==> src/rtl/seg7_pkg.sv <==
// Shared constants for the 7-segment serial output engine.
// Holds the segment patterns for BCD 0-9 and blank, the serialiser state
// encoding, the segment byte width and a byte bit-reversal helper.
package seg7_pkg;

  localparam int unsigned SEG_W = 8;

  // Segment byte layout is {dp,g,f,e,d,c,b,a}; the dp bit is left clear here.
  localparam logic [SEG_W-1:0] SEG_0     = 8'h3F;
  localparam logic [SEG_W-1:0] SEG_1     = 8'h06;
  localparam logic [SEG_W-1:0] SEG_2     = 8'h5B;
  localparam logic [SEG_W-1:0] SEG_3     = 8'h4F;
  localparam logic [SEG_W-1:0] SEG_4     = 8'h66;
  localparam logic [SEG_W-1:0] SEG_5     = 8'h6D;
  localparam logic [SEG_W-1:0] SEG_6     = 8'h7D;
  localparam logic [SEG_W-1:0] SEG_7     = 8'h07;
  localparam logic [SEG_W-1:0] SEG_8     = 8'h7F;
  localparam logic [SEG_W-1:0] SEG_9     = 8'h6F;
  localparam logic [SEG_W-1:0] SEG_BLANK = 8'h00;

  typedef enum logic [2:0] {
    ST_IDLE  = 3'd0,
    ST_LOW   = 3'd1,
    ST_HIGH  = 3'd2,
    ST_LATCH = 3'd3,
    ST_DONE  = 3'd4
  } state_t;

  // Mirror a segment byte so that bit0 lands in the MSB position.
  function automatic logic [SEG_W-1:0] bit_rev(input logic [SEG_W-1:0] b);
    logic [SEG_W-1:0] r;
    r = '0;
    for (int i = 0; i < int'(SEG_W); i++) begin
      r[i] = b[SEG_W-1-i];
    end
    return r;
  endfunction

endpackage

==> src/rtl/bcd_to_seg7.sv <==
// Combinational BCD digit to segment byte decoder (dp bit always 0).
// Ports: bcd   - 4-bit BCD code; codes 10-15 decode to blank.
//        seg_c - segment byte {dp,g,f,e,d,c,b,a}, active-high.
module bcd_to_seg7
  import seg7_pkg::*;
(
  input  logic [3:0]       bcd,
  output logic [SEG_W-1:0] seg_c
);

  always_comb begin
    seg_c = SEG_BLANK;
    case (bcd)
      4'd0:    seg_c = SEG_0;
      4'd1:    seg_c = SEG_1;
      4'd2:    seg_c = SEG_2;
      4'd3:    seg_c = SEG_3;
      4'd4:    seg_c = SEG_4;
      4'd5:    seg_c = SEG_5;
      4'd6:    seg_c = SEG_6;
      4'd7:    seg_c = SEG_7;
      4'd8:    seg_c = SEG_8;
      4'd9:    seg_c = SEG_9;
      default: seg_c = SEG_BLANK;
    endcase
  end

endmodule

==> src/rtl/seg7_serial_out.sv <==
// N-digit 7-segment serial output engine. On a start strobe it snapshots the
// BCD digits and decimal points, decodes/blanks/inverts them into segment
// bytes and shifts them MSD first to daisy-chained shift registers, then
// pulses the storage latch and a one-cycle completion strobe.
// Ports: i_clk, i_reset_n (async active-low), i_en (low freezes everything),
//        i_start_stb, i_digits[4*N], i_dp[N] -> o_busy, o_done_stb,
//        o_serial_data, o_serial_clk, o_serial_latch (all registered).
module seg7_serial_out
  import seg7_pkg::*;
#(
  parameter int unsigned SYS_CLK_HZ    = 5_000_000,
  parameter int unsigned SHIFT_CLK_HZ  = 1_000_000,
  parameter int unsigned NUM_DIGITS    = 6,
  parameter int unsigned LSB_FIRST     = 0,
  parameter int unsigned ACTIVE_LOW    = 0,
  parameter int unsigned BLANK_LEADING = 1
) (
  input  logic                    i_clk,
  input  logic                    i_reset_n,
  input  logic                    i_en,
  input  logic                    i_start_stb,
  input  logic [4*NUM_DIGITS-1:0] i_digits,
  input  logic [NUM_DIGITS-1:0]   i_dp,
  output logic                    o_busy,
  output logic                    o_done_stb,
  output logic                    o_serial_data,
  output logic                    o_serial_clk,
  output logic                    o_serial_latch
);

  localparam int unsigned DIV   = SYS_CLK_HZ / (2 * SHIFT_CLK_HZ);
  localparam int unsigned DIV_W = (DIV < 1) ? 1 : $clog2(DIV + 1);
  localparam int unsigned NBITS = SEG_W * NUM_DIGITS;
  localparam int unsigned BIT_W = $clog2(NBITS + 1);

  // Elaboration guards on the parameter space.
  if (DIV < 1) begin : g_bad_div
    $error("seg7_serial_out: SYS_CLK_HZ must be at least 2*SHIFT_CLK_HZ");
  end
  if (NUM_DIGITS < 1 || NUM_DIGITS > 16) begin : g_bad_digits
    $error("seg7_serial_out: NUM_DIGITS must be in 1..16");
  end

  // Per-digit segment decode.
  logic [SEG_W-1:0] seg_raw [NUM_DIGITS];

  for (genvar k = 0; k < int'(NUM_DIGITS); k++) begin : g_dec
    bcd_to_seg7 u_dec (
      .bcd   (i_digits[4*k +: 4]),
      .seg_c (seg_raw[k])
    );
  end

  // Build the frame: blank leading zeros, add dp, invert, order bits.
  logic [NBITS-1:0] frame_c;
  logic [SEG_W-1:0] byte_c;
  logic             lead_c;

  always_comb begin
    frame_c = '0;
    byte_c  = '0;
    lead_c  = (BLANK_LEADING != 0);
    for (int k = int'(NUM_DIGITS) - 1; k >= 0; k--) begin
      if (lead_c && (k != 0) && (i_digits[4*k +: 4] == 4'd0)) begin
        byte_c = {i_dp[k], 7'b0};
      end else begin
        lead_c = 1'b0;
        byte_c = seg_raw[k] | {i_dp[k], 7'b0};
      end
      if (ACTIVE_LOW != 0) byte_c = ~byte_c;
      // The shifter always emits its MSB, so LSB-first bytes are pre-mirrored.
      if (LSB_FIRST != 0) byte_c = bit_rev(byte_c);
      frame_c[SEG_W*k +: SEG_W] = byte_c;
    end
  end

  state_t            state, state_nx;
  logic [DIV_W-1:0]  div_cnt, div_cnt_nx;
  logic [BIT_W-1:0]  bit_cnt, bit_cnt_nx;
  logic [NBITS-1:0]  shreg, shreg_nx;
  logic              div_last;
  logic              busy_nx, done_nx, data_nx, sclk_nx, latch_nx;

  assign div_last = (div_cnt == DIV_W'(DIV - 1));

  // State, counters, shift register and registered outputs.
  always_ff @(posedge i_clk or negedge i_reset_n) begin
    if (!i_reset_n) begin
      state          <= ST_IDLE;
      div_cnt        <= '0;
      bit_cnt        <= '0;
      shreg          <= '0;
      o_busy         <= 1'b0;
      o_done_stb     <= 1'b0;
      o_serial_data  <= 1'b0;
      o_serial_clk   <= 1'b0;
      o_serial_latch <= 1'b0;
    end else begin
      state          <= state_nx;
      div_cnt        <= div_cnt_nx;
      bit_cnt        <= bit_cnt_nx;
      shreg          <= shreg_nx;
      o_busy         <= busy_nx;
      o_done_stb     <= done_nx;
      o_serial_data  <= data_nx;
      o_serial_clk   <= sclk_nx;
      o_serial_latch <= latch_nx;
    end
  end

  // Next-state and next-output logic; i_en low leaves everything unchanged.
  always_comb begin
    state_nx   = state;
    div_cnt_nx = div_cnt;
    bit_cnt_nx = bit_cnt;
    shreg_nx   = shreg;
    data_nx    = o_serial_data;

    if (i_en) begin
      case (state)
        ST_IDLE: begin
          if (i_start_stb) begin
            state_nx   = ST_LOW;
            shreg_nx   = frame_c;
            bit_cnt_nx = '0;
            div_cnt_nx = '0;
          end
        end
        ST_LOW: begin
          if (div_last) begin
            state_nx   = ST_HIGH;
            div_cnt_nx = '0;
          end else begin
            div_cnt_nx = div_cnt + DIV_W'(1);
          end
        end
        ST_HIGH: begin
          if (div_last) begin
            div_cnt_nx = '0;
            shreg_nx   = shreg << 1;
            bit_cnt_nx = bit_cnt + BIT_W'(1);
            state_nx   = (bit_cnt == BIT_W'(NBITS - 1)) ? ST_LATCH : ST_LOW;
          end else begin
            div_cnt_nx = div_cnt + DIV_W'(1);
          end
        end
        ST_LATCH: begin
          if (div_last) begin
            state_nx   = ST_DONE;
            div_cnt_nx = '0;
          end else begin
            div_cnt_nx = div_cnt + DIV_W'(1);
          end
        end
        ST_DONE: begin
          state_nx = ST_IDLE;
        end
        default: begin
          state_nx = ST_IDLE;
        end
      endcase

      // Data updates only on entry to LOW, so it is settled before the clock rises.
      if ((state_nx == ST_LOW) && (state != ST_LOW)) begin
        data_nx = shreg_nx[NBITS-1];
      end else if ((state_nx != ST_LOW) && (state_nx != ST_HIGH)) begin
        data_nx = 1'b0;
      end
    end

    busy_nx  = (state_nx != ST_IDLE);
    done_nx  = (state_nx == ST_DONE);
    sclk_nx  = (state_nx == ST_HIGH);
    latch_nx = (state_nx == ST_LATCH);
  end

endmodule
==> config.mk <==
export PLATFORM = sky130hd
export DESIGN_NAME = seg7_serial_out
export DESIGN_NICKNAME = d
export VERILOG_FILES = /design/src/rtl/seg7_pkg.sv /design/src/rtl/bcd_to_seg7.sv /design/src/rtl/seg7_serial_out.sv
export SDC_FILE = /design/constraint.sdc
export NUM_CORES = 1
export LEC_CHECK = 0
export ABC_AREA = 1
export CAP_MARGIN = 25
export CORE_ASPECT_RATIO = 1.2
export CORE_MARGIN = 4
export CORE_UTILIZATION = 59
export CTS_CLUSTER_DIAMETER = 80
export DETAILED_ROUTE_END_ITERATION = 10
export HOLD_SLACK_MARGIN = 0.02
export PLACE_DENSITY = 0.8
export SYNTH_ARGS = -nofsm -noshare
export SYNTH_HDL_FRONTEND = slang
export SYNTH_HIERARCHICAL = 1
export SYNTH_SLANG_ARGS = --single-unit
==> constraint.sdc <==
create_clock -name i_clk -period 1.75 [get_ports i_clk]
set_input_delay 0.2625 -clock i_clk [delete_from_list [all_inputs] [get_ports i_clk]]
set_output_delay 0.2625 -clock i_clk [all_outputs]
set_load 0.02 [all_outputs]
==> out/summary.txt, run 1 <==
Multi-input logic area -> 2552 µm²
Largest net degree at the start of global routing -> 48
Die Area -> 9301 µm²
Post-route DRC -> 0
Area Overhead vs Synth -> 19.42%
Design area -> 5508 µm²
Inserted Clock Buffers -> 9
Power Density -> 1161 nW/µm²
Yosys Warn Count -> 6
Syn Inst Count -> 660
Post-synth top cells -> nand2_1 (211), nor2_1 (65), dfrtp_1 (64), a21oi_1 (61), inv_1 (59)
Die Wd -> 88.71 µm
Grt met1 use -> 25.16%
Grt peak-use layer -> met2
Via count -> 4189
Ranking of synthesized cells by area -> dfrtp_1 (35%), nand2_1 (17%), ha_1 (10%)
Post-Place Worst Slack -> -0.04098 ns
CP delay by family, top -> simple AND/OR/NAND/NOR gates
Predominant post-synthesis flop cell -> dfrtp_1
Clock transition at the registers of the reported paths -> 0.07 ns
WL/cell -> 11.64 µm
Nets -> 789
Fin. Hold Viols -> 0
WHS -> 0.4029 ns
Root buffer cell -> clkbuf_8
Distinct cells, synth -> 33
Routed wire length -> 9478 µm
Max Clock Skew -> 0.01127 ns
Register area -> 1602 µm²
Sequential area share after synthesis -> 34.73%
Critical Path End Type -> flop
Final Util -> 71.87%
GRT met2 Usage -> 39.17%
Top-count cell post-synth -> nand2_1
Period utilization -> 92.48%
Num ports -> 39
Status -> complete, no violations
Mapped Avg Cell Area -> 6.988 µm²
Slew Viols, Final -> 0
Number of synthesized register bits -> 64
RSZ-0062 raised after global routing -> no
First-pass GRT wire length -> 16640 µm
Max_cap viols -> 0
Placed Area -> 5240 µm²
DR iter-0 viols -> 122
Post-CTS Setup Bufs -> 0
Grt total ovfl -> 0
Initial antenna violation count -> 0
Critical Path RT -> 2.01 ns
Ant. Diodes -> 0
DRT antenna net count -> 0
Starting Density -> 60.18%
Setup TNS -> 0 ns
M3 GR Usage -> 2.681%
Final min period -> 1.618 ns
CP max stage cell -> dfrtp_1
GRT Total Usage -> 21.90%
EDFF count, synth -> 0
Worst-Skew Late Latency -> 0.34 ns
Endpoints failing setup -> 0
Share of flip-flops with an asynchronous set or reset -> 100.0%
Most frequent CP cell -> a21oi_1
Vias per cell -> 5.146
Final setup margin -> 0.1316 ns
Area leader, netlist -> dfrtp_1
VDD IR max -> 0.7374 mV
Fin cells -> 814
CP Launch Type -> flop
Buffers plus inverters on the worst setup path -> 2
WP data arrival -> 1.87 ns
DRT Pass-1 Iters -> 4
Max clock buf depth -> 2
Number of port buffers -> 38
Vias in the first global route -> 4089
P_leak -> 2.863 nW
Mapped Nets -> 731
HPWL after DPL -> 6958 µm
Final Power -> 6.392 mW
CTS tree -> yes
Post-Syn Area -> 4612 µm²
# fillers -> 611
Slowest Stage Delay on Critical Path -> 0.41 ns
Die height -> 104.9 µm
Setup CP Type -> reg2reg
Core area -> 7664 µm²
Num rows -> 35
Share of cells above drive strength 1 -> 13.71%
H-tree levels -> 3
Top cell type's share of synthesized area -> 34.73%
DP Cell Count -> 797
Peak Freq -> 0.6179 GHz
GPL Wtd Cong -> 0.8457
CTS sink count -> 64
Hold crit path type -> in2async
Crit path max fanout -> 23
Crit-path cells -> nor2_4 -> inv_1 -> nor2_2 -> buf_4 -> a21oi_1 -> a21oi_1
final cells by class:
class / count / area share (%)
multi-input combinational: 494 / 46.34
sequential: 64 / 29.08
timing repair buffer: 74 / 13.29
inverter: 75 / 5.202
clock buffer: 12 / 2.817
tap: 92 / 2.090
clock inverter: 3 / 1.181
path summary, 6_finish.rpt:
kind | from | end | slack [ns] | cells past startpoint
setup reg to reg | div_cnt[1]$_DFFE_PN0P_ | shreg[15]$_DFFE_PN0P_ | 0.13 | 6
hold reg to reg | shreg[47]$_DFFE_PN0P_ | shreg[47]$_DFFE_PN0P_ | 0.48 | 2
setup / recovery | div_cnt[1]$_DFFE_PN0P_ | shreg[15]$_DFFE_PN0P_ | 0.13 | 6
min in group i_clk | shreg[47]$_DFFE_PN0P_ | shreg[47]$_DFFE_PN0P_ | 0.48 | 2
max in group asynchronous | i_reset_n | shreg[47]$_DFFE_PN0P_ | 0.81 | 3
hold / removal | i_reset_n | shreg[27]$_DFFE_PN0P_ | 0.40 | 2
cell families (layout without fill, tap and decap cells):
kind of cell    Yosys count  after routing  synth area share [%]
compound gates          102            102                 12.02
buf+inv                 102            164                 10.06
simple gates            346            346                 32.09
xor+xnor                  3              3                0.5698
fa+ha+maj                37             37                 10.04
other cells               6              6                0.4883
flops                    64             64                 34.73
layout by cell type, fill, tap and decap left out, types with 8 or more instances in the layout:
| master | synthesis | final |
|---|---|---|
| nand2_1 | 211 | 211 |
| nor2_1 | 65 | 64 |
| dfrtp_1 | 64 | 64 |
| a21oi_1 | 61 | 60 |
| inv_1 | 59 | 58 |
| ha_1 | 37 | 37 |
| clkdlybuf4s50_1 | 0 | 37 |
| nand3_1 | 35 | 35 |
| buf_4 | 11 | 28 |
| o21ai_0 | 19 | 18 |
| inv_2 | 15 | 15 |
| nand2_2 | 14 | 14 |
| clkbuf_8 | 0 | 11 |
| a31oi_1 | 9 | 9 |
| o21ai_1 | 7 | 8 |
routing by layer:
metal / routed length, µm / share of wire [%] / up-vias
li1: - / - / 2176
met1: 4072 / 43 / 1926
met2: 4879 / 51 / 68
met3: 331 / 3.5 / 19
met4: 195 / 2.1 / 0
met5: 0 / 0 / -
power by group:
| part | switching (mW) | total [mW] | internal [mW] |
|---|---|---|---|
| clock network | 0.536 | 1.41 | 0.870 |
| registers | 0.342 | 2.45 | 2.11 |
| logic | 1.52 | 2.54 | 1.02 |
| total | 2.39 | 6.39 | 4.00 |
sequential cells by signal, indices dropped and copies added (netlist names):
| register | flops |
|---|---|
| o_done_stb | 1 |
| o_serial_latch | 1 |
| o_serial_data | 1 |
| o_serial_clk | 1 |
| o_busy | 1 |
| shreg | 48 |
| div_cnt | 2 |
| state | 3 |
| bit_cnt | 6 |
timing repair:
action                                  in CTS  in global routing
resized for setup                            0                  6
hold buffers                                 1                  0
endpoints found under the setup margin       0                 42
hold endpoints to repair                    16                  0
Power figures use the tool's default switching activity.
==> inputs of run 2 (changes only) <==
--- a/config.mk
+++ b/config.mk
@@ -9,12 +9,11 @@
 export CAP_MARGIN = 25
 export CORE_ASPECT_RATIO = 1.2
 export CORE_MARGIN = 4
-export CORE_UTILIZATION = 59
+export CORE_UTILIZATION = 58
 export CTS_CLUSTER_DIAMETER = 80
 export DETAILED_ROUTE_END_ITERATION = 10
 export HOLD_SLACK_MARGIN = 0.02
-export PLACE_DENSITY = 0.8
+export PLACE_DENSITY = 0.79
 export SYNTH_ARGS = -nofsm -noshare
 export SYNTH_HDL_FRONTEND = slang
-export SYNTH_HIERARCHICAL = 1
 export SYNTH_SLANG_ARGS = --single-unit
==> out/summary.txt, run 2 <==
Status -> complete, no violations
Die Area -> 8772 µm² (-5.7%)
Yosys Warn Count -> 0 (-6)
Die height -> 101.8 µm (-2.9%)
Peak Freq -> 0.6201 GHz (+0.36%)
Worst-Skew Late Latency -> 0.35 ns (about the same)
Via count -> 4050 (-3.3%)
Share of flip-flops with an asynchronous set or reset -> 100.0% (unchanged)
WL/cell -> 12.61 µm (+8.3%)
Max clock buf depth -> 2 (unchanged)
Share of cells above drive strength 1 -> 14.79% (+1.1 points)
DR iter-0 viols -> 175 (+43%)
Setup CP Type -> reg2reg
Top cell type's share of synthesized area -> 37.66% (+2.9 points)
Vias in the first global route -> 3990 (-2.4%)
Critical Path End Type -> flop
Most common cell after layout, fill and taps aside -> nand2_1
Ranking of synthesized cells by area -> dfrtp_1 (38%), nand2_1 (11%), ha_1 (9.4%)
CP max stage cell -> dfrtp_1
Most frequent cells in the layout -> nand2_1 (124), nor2_1 (103), inv_1 (70)
CTS tree -> yes
Endpoints failing setup -> 0 (unchanged)
GRT Total Usage -> 23.76% (+1.9 points)
Hold crit path type -> in2async
GPL Wtd Cong -> 0.8650 (+2.3%)
Mapped Nets -> 656 (-10%)
FF-to-FF Start -> state[0]$_DFF_PN0_
Clock transition at the registers of the reported paths -> 0.07 ns (about the same)
Met2 WL -> 4976 µm (+2.0%)
Max_cap viols -> 0 (unchanged)
Worst Tran Pin Value -> 0.4665 ns
WP data arrival -> 1.89 ns (+0.02 ns)
Crit path max fanout -> 23 (unchanged)
CTS sink count -> 64 (unchanged)
Num rows -> 33 (-5.7%)
Area leader, netlist -> dfrtp_1
Final min period -> 1.613 ns (-0.005862 ns)
Slew headroom -> 68.90%
Post-synth top cells -> nand2_1 (125), nor2_1 (103), inv_1 (70), dfrtp_1 (64), o21ai_0 (33)
Flip-flop count of the largest register after layout -> 48 (unchanged)
First-pass GRT wire length -> 16650 µm (about the same)
HPWL after DPL -> 7197 µm (+3.4%)
Mapped Avg Cell Area -> 7.208 µm² (+3.2%)
Top-count cell post-synth -> nand2_1
Final Power -> 6.898 mW (+7.9%)
Sequential area share after synthesis -> 37.66% (+2.9 points)
Initial antenna violation count -> 0 (unchanged)
RSZ-0062 raised after global routing -> no
RR Endpoint -> shreg[9]$_DFFE_PN0P_
Slowest Stage Delay on Critical Path -> 0.41 ns (about the same)
Power Density -> 1291 nW/µm² (+11%)
Setup crit start -> state[0]$_DFF_PN0_
Wire length on met1 -> 4095 µm (+0.56%)
Vias per cell -> 5.260 (+2.2%)
H-tree levels -> 3 (unchanged)
Core area -> 6978 µm² (-8.9%)
Routed wire length -> 9711 µm (+2.5%)
Top Metal Used -> met4
Num ports -> 39 (unchanged)
DRT Pass-1 Iters -> 4 (unchanged)
Die Wd -> 86.17 µm (-2.9%)
Distinct cells, synth -> 34 (+3.0%)
Syn Inst Count -> 590 (-11%)
Crit-path cells -> buf_4 -> inv_1 -> nand3_2 -> nand2_4 -> nand2_8 -> inv_6 -> buf_12 -> nor2_1 -> a21oi_1
Root buffer cell -> clkbuf_8
Number of synthesized register bits -> 64 (unchanged)
Top Registers -> shreg x48, bit_cnt x6, state x3
Grt total ovfl -> 0 (unchanged)
VDD IR max -> 0.7246 mV (-1.7%)
Largest net degree at the start of global routing -> 46 (-4.2%)
Final Util -> 76.56% (+4.7 points)
R2R depth -> 9 (+3)
Number of port buffers -> 38 (unchanged)
EDFF count, synth -> 0 (unchanged)
Post-route DRC -> 0 (unchanged)
WHS -> 0.3962 ns (-0.006650 ns)
Ant. Diodes -> 0 (unchanged)
CP Launch Type -> flop
Critical Path RT -> 2.02 ns (about the same)
Slew Viols, Final -> 0 (unchanged)
Starting Density -> 60.95% (+0.77 points)
Most flop-heavy register -> shreg
WL met3 -> 376 µm (+14%)
Setup slack, reg-to-reg -> 0.14 ns (about the same)
Fin. Hold Viols -> 0 (unchanged)
Area Overhead vs Synth -> 25.63%
DRT antenna net count -> 0 (unchanged)
Inserted Clock Buffers -> 9 (unchanged)
Predominant post-synthesis flop cell -> dfrtp_1
Max Clock Skew -> 0.007251 ns (-0.004015 ns)
Nets -> 744 (-5.7%)
Period utilization -> 92.14% (-0.33 points)
P_leak -> 2.649 nW (-7.5%)
Post-CTS Setup Bufs -> 0 (unchanged)
Post-Syn Area -> 4253 µm² (-7.8%)
## run 2: final cells by class
type                       count  area, µm²
multi-input combinational    431       2250
clock inverter                 5      55.05
tap                           87      108.9
timing repair buffer          95      880.8
inverter                      77      294.0
clock buffer                  11      151.4
fill                         516       1635
sequential                    64       1603
## run 2: logic make-up (layout without fill, tap and decap cells)
kind of cell               after synthesis  after routing  share of synthesized area, %
AOI/OAI and AO/OA                      116            116                         15.00
xor gates and xnor gates                 2              2                        0.4120
adders and majority gates               32             32                         9.414
buffers and inverters                   95            188                         9.856
DFF                                     64             64                         37.66
and+or+nand+nor                        281            281                         27.66
## run 2: worst max path at each step
stage / endpoint / slack [ns] / cells after the start
finish: shreg[9]$_DFFE_PN0P_ / 0.14 / 9
detailed placement: shreg[20]$_DFFE_PN0P_ / -0.24 / 11
floorplan: shreg[37]$_DFFE_PN0P_ / 0.27 / 9
global route: shreg[22]$_DFFE_PN0P_ / 0.003 / 9
global placement: shreg[20]$_DFFE_PN0P_ / -0.18 / 11
CTS: shreg[20]$_DFFE_PN0P_ / 0.12 / 11
## run 2: worst max-delay path, delay by kind of cell (launching register included)
| kind | cells | cell delay, ns |
|---|---|---|
| buffers and inverters | 4 | 0.53 |
| AND/OR/NAND/NOR | 4 | 0.48 |
| flip-flops | 1 | 0.41 |
| AO/OA/AOI/OAI | 1 | 0.11 |
## run 2: what timing repair did
action                                  4_1_cts  5_1_grt
endpoints found under the hold margin        19        0
resized for setup                             0        6
endpoints found under the setup margin        0        8
hold buffers                                  1        0
## run 2: routing by layer
metal / up-vias / global-route usage [%]
li1: 2065 / -
met1: 1890 / 26.80
met2: 74 / 43.44
met3: 21 / 3.987
met4: 0 / 11.15
met5: - / 0
## run 2: power breakdown
part / internal [mW] / total, mW / switching (mW)
logic: 1.25 / 3.19 / 1.94
registers: 2.08 / 2.40 / 0.320
clock network: 0.730 / 1.31 / 0.580
## run 2: metrics by stage
stage          TNS, ns  instances  setup slack, ns  instance area [µm²]
2_1_floorplan        0        590           0.2685                 4253
3_3_place_gp    -3.317        753          -0.1754                 5107
3_5_place_dp    -4.389        753          -0.2365                 5107
4_1_cts              0        770           0.1157                 5324
5_1_grt              0        770         0.003101                 5343
6_report             0        770           0.1375                 5343
==> inputs of run 3 (changes only) <==
--- a/config.mk
+++ b/config.mk
@@ -14,6 +14,7 @@
 export DETAILED_ROUTE_END_ITERATION = 10
 export HOLD_SLACK_MARGIN = 0.02
 export PLACE_DENSITY = 0.79
+export RECOVER_POWER = 50
 export SYNTH_ARGS = -nofsm -noshare
 export SYNTH_HDL_FRONTEND = slang
 export SYNTH_SLANG_ARGS = --single-unit
==> constraint.sdc (replaced) <==
create_clock -name i_clk -period 1.6 [get_ports i_clk]
set_input_delay 0.24 -clock i_clk [delete_from_list [all_inputs] [get_ports i_clk]]
set_output_delay 0.24 -clock i_clk [all_outputs]
set_load 0.02 [all_outputs]
==> out/summary.txt, run 3 (synthesis results as in run 2) <==
Status -> complete, but fails checks
Violated checks -> negative setup slack
Psw -> 3.370 mW (+19%)
DR iter-0 viols -> 325 (+86%)
Initial antenna violation count -> 0 (unchanged)
DRT antenna net count -> 0 (unchanged)
GRT Total Usage -> 24.30% (+0.54 points)
Vias in the first global route -> 4123 (+3.3%)
Core area -> 6978 µm² (unchanged)
Root buffer cell -> clkbuf_8
Final setup margin -> -0.006391 ns (-0.1439 ns)
Die Area -> 8772 µm² (unchanged)
WL met3 -> 551 µm (+47%)
WP data arrival -> 1.82 ns (-0.07 ns)
First-pass GRT wire length -> 17350 µm (+4.2%)
Vias per cell -> 5.471 (+4.0%)
Share of cells above drive strength 1 -> 22.16% (+7.4 points)
Fin. Hold Viols -> 0 (unchanged)
Inserted Clock Buffers -> 9 (unchanged)
Peak Freq -> 0.6225 GHz (+0.38%)
P_int -> 4.779 mW (+18%)
Slew headroom -> 61.87% (-7.0 points)
CTS tree -> yes
Final min period -> 1.606 ns (-0.006128 ns)
Routed wire length -> 11130 µm (+15%)
P_leak -> 2.814 nW (+6.2%)
Sequential Power Share -> 32.8% (-2.0 points)
# fillers -> 419 (-19%)
Ant. Diodes -> 0 (unchanged)
Flip-flop count of the largest register after layout -> 48 (unchanged)
Slowest Stage Delay on Critical Path -> 0.45 ns (+0.04 ns)
Critical Path RT -> 1.82 ns (-0.20 ns)
Max_cap viols -> 0 (unchanged)
VDD IR max -> 0.8863 mV (+22%)
Max clock buf depth -> 2 (unchanged)
Period utilization -> 100.4% (+8.3 points)
Endpoints failing setup -> 1 (+1)
CP Launch Type -> flop
Area Overhead vs Synth -> 33.77%
Max Clock Skew -> 0.008621 ns (+0.001369 ns)
Slew Viols, Final -> 0 (unchanged)
Wire length on met1 -> 4435 µm (+8.3%)
Crit-path cells -> nor2_4 -> nand2_2 -> inv_2 -> nand2_1 -> nand2_1 -> inv_2 -> nand2_8 -> inv_8 -> buf_12 -> o21ai_0 -> o21ai_1
Clock transition at the registers of the reported paths -> 0.07 ns (about the same)
WL/cell -> 13.91 µm (+10%)
Num ports -> 39 (unchanged)
Clock power frac -> 15.8% (-3.2 points)
Largest net degree at the start of global routing -> 28 (-39%)
DRT Pass-1 Iters -> 6 (+2)
Critical Path End Type -> flop
Grt total ovfl -> 0 (unchanged)
Final Power -> 8.149 mW (+18%)
Crit path max fanout -> 7 (-70%)
Switching Fraction -> 41.35% (+0.23 points)
Top Registers -> shreg x48, bit_cnt x6, state x3
Setup CP Type -> reg2reg
Worst-Skew Late Latency -> 0.34 ns (about the same)
Power Density -> 1432 nW/µm² (+11%)
Number of port buffers -> 38 (unchanged)
Most frequent cells in the layout -> nand2_1 (124), nor2_1 (88), buf_4 (75)
Die Wd -> 86.17 µm (unchanged)
CP max stage cell -> dfrtp_2
GPL Wtd Cong -> 0.8695 (+0.52%)
Most common cell after layout, fill and taps aside -> nand2_1
CTS sink count -> 64 (unchanged)
Met2 WL -> 5802 µm (+17%)
Via count -> 4377 (+8.1%)
Nets -> 774 (+4.0%)
Post-route DRC -> 0 (unchanged)
Starting Density -> 60.95% (unchanged)
Most flop-heavy register -> shreg
HPWL after DPL -> 7452 µm (+3.6%)
H-tree levels -> 3 (unchanged)
Die height -> 101.8 µm (unchanged)
Num rows -> 33 (unchanged)
RSZ-0062 raised after global routing -> yes
Hold crit path type -> in2async
Top Metal Used -> met4
Worst Tran Pin Value -> 0.5719 ns (+0.1054 ns)
WHS -> 0.4153 ns (+0.01909 ns)
Logic gate share of total power -> 51.4% (+5.2 points)
-- run 3: cell types whose count changed in the layout (fill, tap and decap cells not counted), sizes merged --
| cell | delta |
|---|---|
| clkinv | -1 |
| clkdlybuf4s50 | -2 |
| clkbuf | +8 |
| dlymetal6s2s | +2 |
| bufinv | -1 |
| buf | +25 |
| clkinvlp | -1 |
-- run 3: final timing paths --
path | slack [ns] | end | from | depth (start not counted)
max reg2reg | -0.006 | shreg[38]$_DFFE_PN0P_ | state[1]$_DFF_PN0_ | 11
min in group i_clk | 0.49 | shreg[20]$_DFFE_PN0P_ | shreg[20]$_DFFE_PN0P_ | 2
max in group asynchronous | 0.32 | state[2]$_DFF_PN0_ | i_reset_n | 3
min reg2reg | 0.49 | shreg[20]$_DFFE_PN0P_ | shreg[20]$_DFFE_PN0P_ | 2
min | 0.42 | shreg[33]$_DFFE_PN0P_ | i_reset_n | 2
max | -0.006 | shreg[38]$_DFFE_PN0P_ | state[1]$_DFF_PN0_ | 11
-- run 3: power by group through the flow --
stage	registers (mW)	clock network [mW]	logic [mW]
final	2.67	1.29	4.19
after global routing	2.74	1.36	4.63
after CTS	2.60	1.29	3.58
after detailed placement	2.61	0	3.53
after global placement	2.59	0	3.41
after floorplan	2.60	0	2.36
-- run 3: repair_timing --
item                                   4_1_cts  5_1_grt
hold buffers                                 1        0
buffers inserted                             0       13
gates resized for setup                      3       47
endpoints found under the hold margin       20        0
pin swaps                                    0        9
setup endpoints to repair                    3       53
cloned                                       0        2
-- run 3: critical path: cells and delay by family, from the launching register on --
family          cells  cell delay [ns]
flops               1             0.45
simple gates        5             0.52
compound gates      2             0.17
buf+inv             4             0.33
-- run 3: area by class of cell --
cell class / instances / area, µm² / share of cell area (%)
inverter: 77 / 301.5 / 5.300
timing repair buffer: 125 / 1139 / 20.01
sequential: 64 / 1605 / 28.22
tap: 87 / 108.9 / 1.913
multi-input combinational: 431 / 2350 / 41.30
clock inverter: 2 / 12.51 / 0.2199
clock buffer: 14 / 172.7 / 3.035
-- run 3: stage by stage --
step	TNS (ns)	util [%]	instances	worst slack [ns]	cell area, µm²
floorplan	0	-	590	0.1410	4253
global placement	-7.895	74.99	768	-0.3116	5233
detailed placement	-9.491	74.99	768	-0.3725	5233
CTS	0	77.93	785	0.0002562	5438
global route	-3.646	81.53	800	-0.1179	5689
finish	-0.006391	81.53	800	-0.006391	5689
-- run 3: per-layer routing --
metal	GRT usage [%]	up-vias
met1	28.63	2068
met3	2.604	36
met2	44.39	152
met5	0	-
li1	-	2121
met4	10.79	0
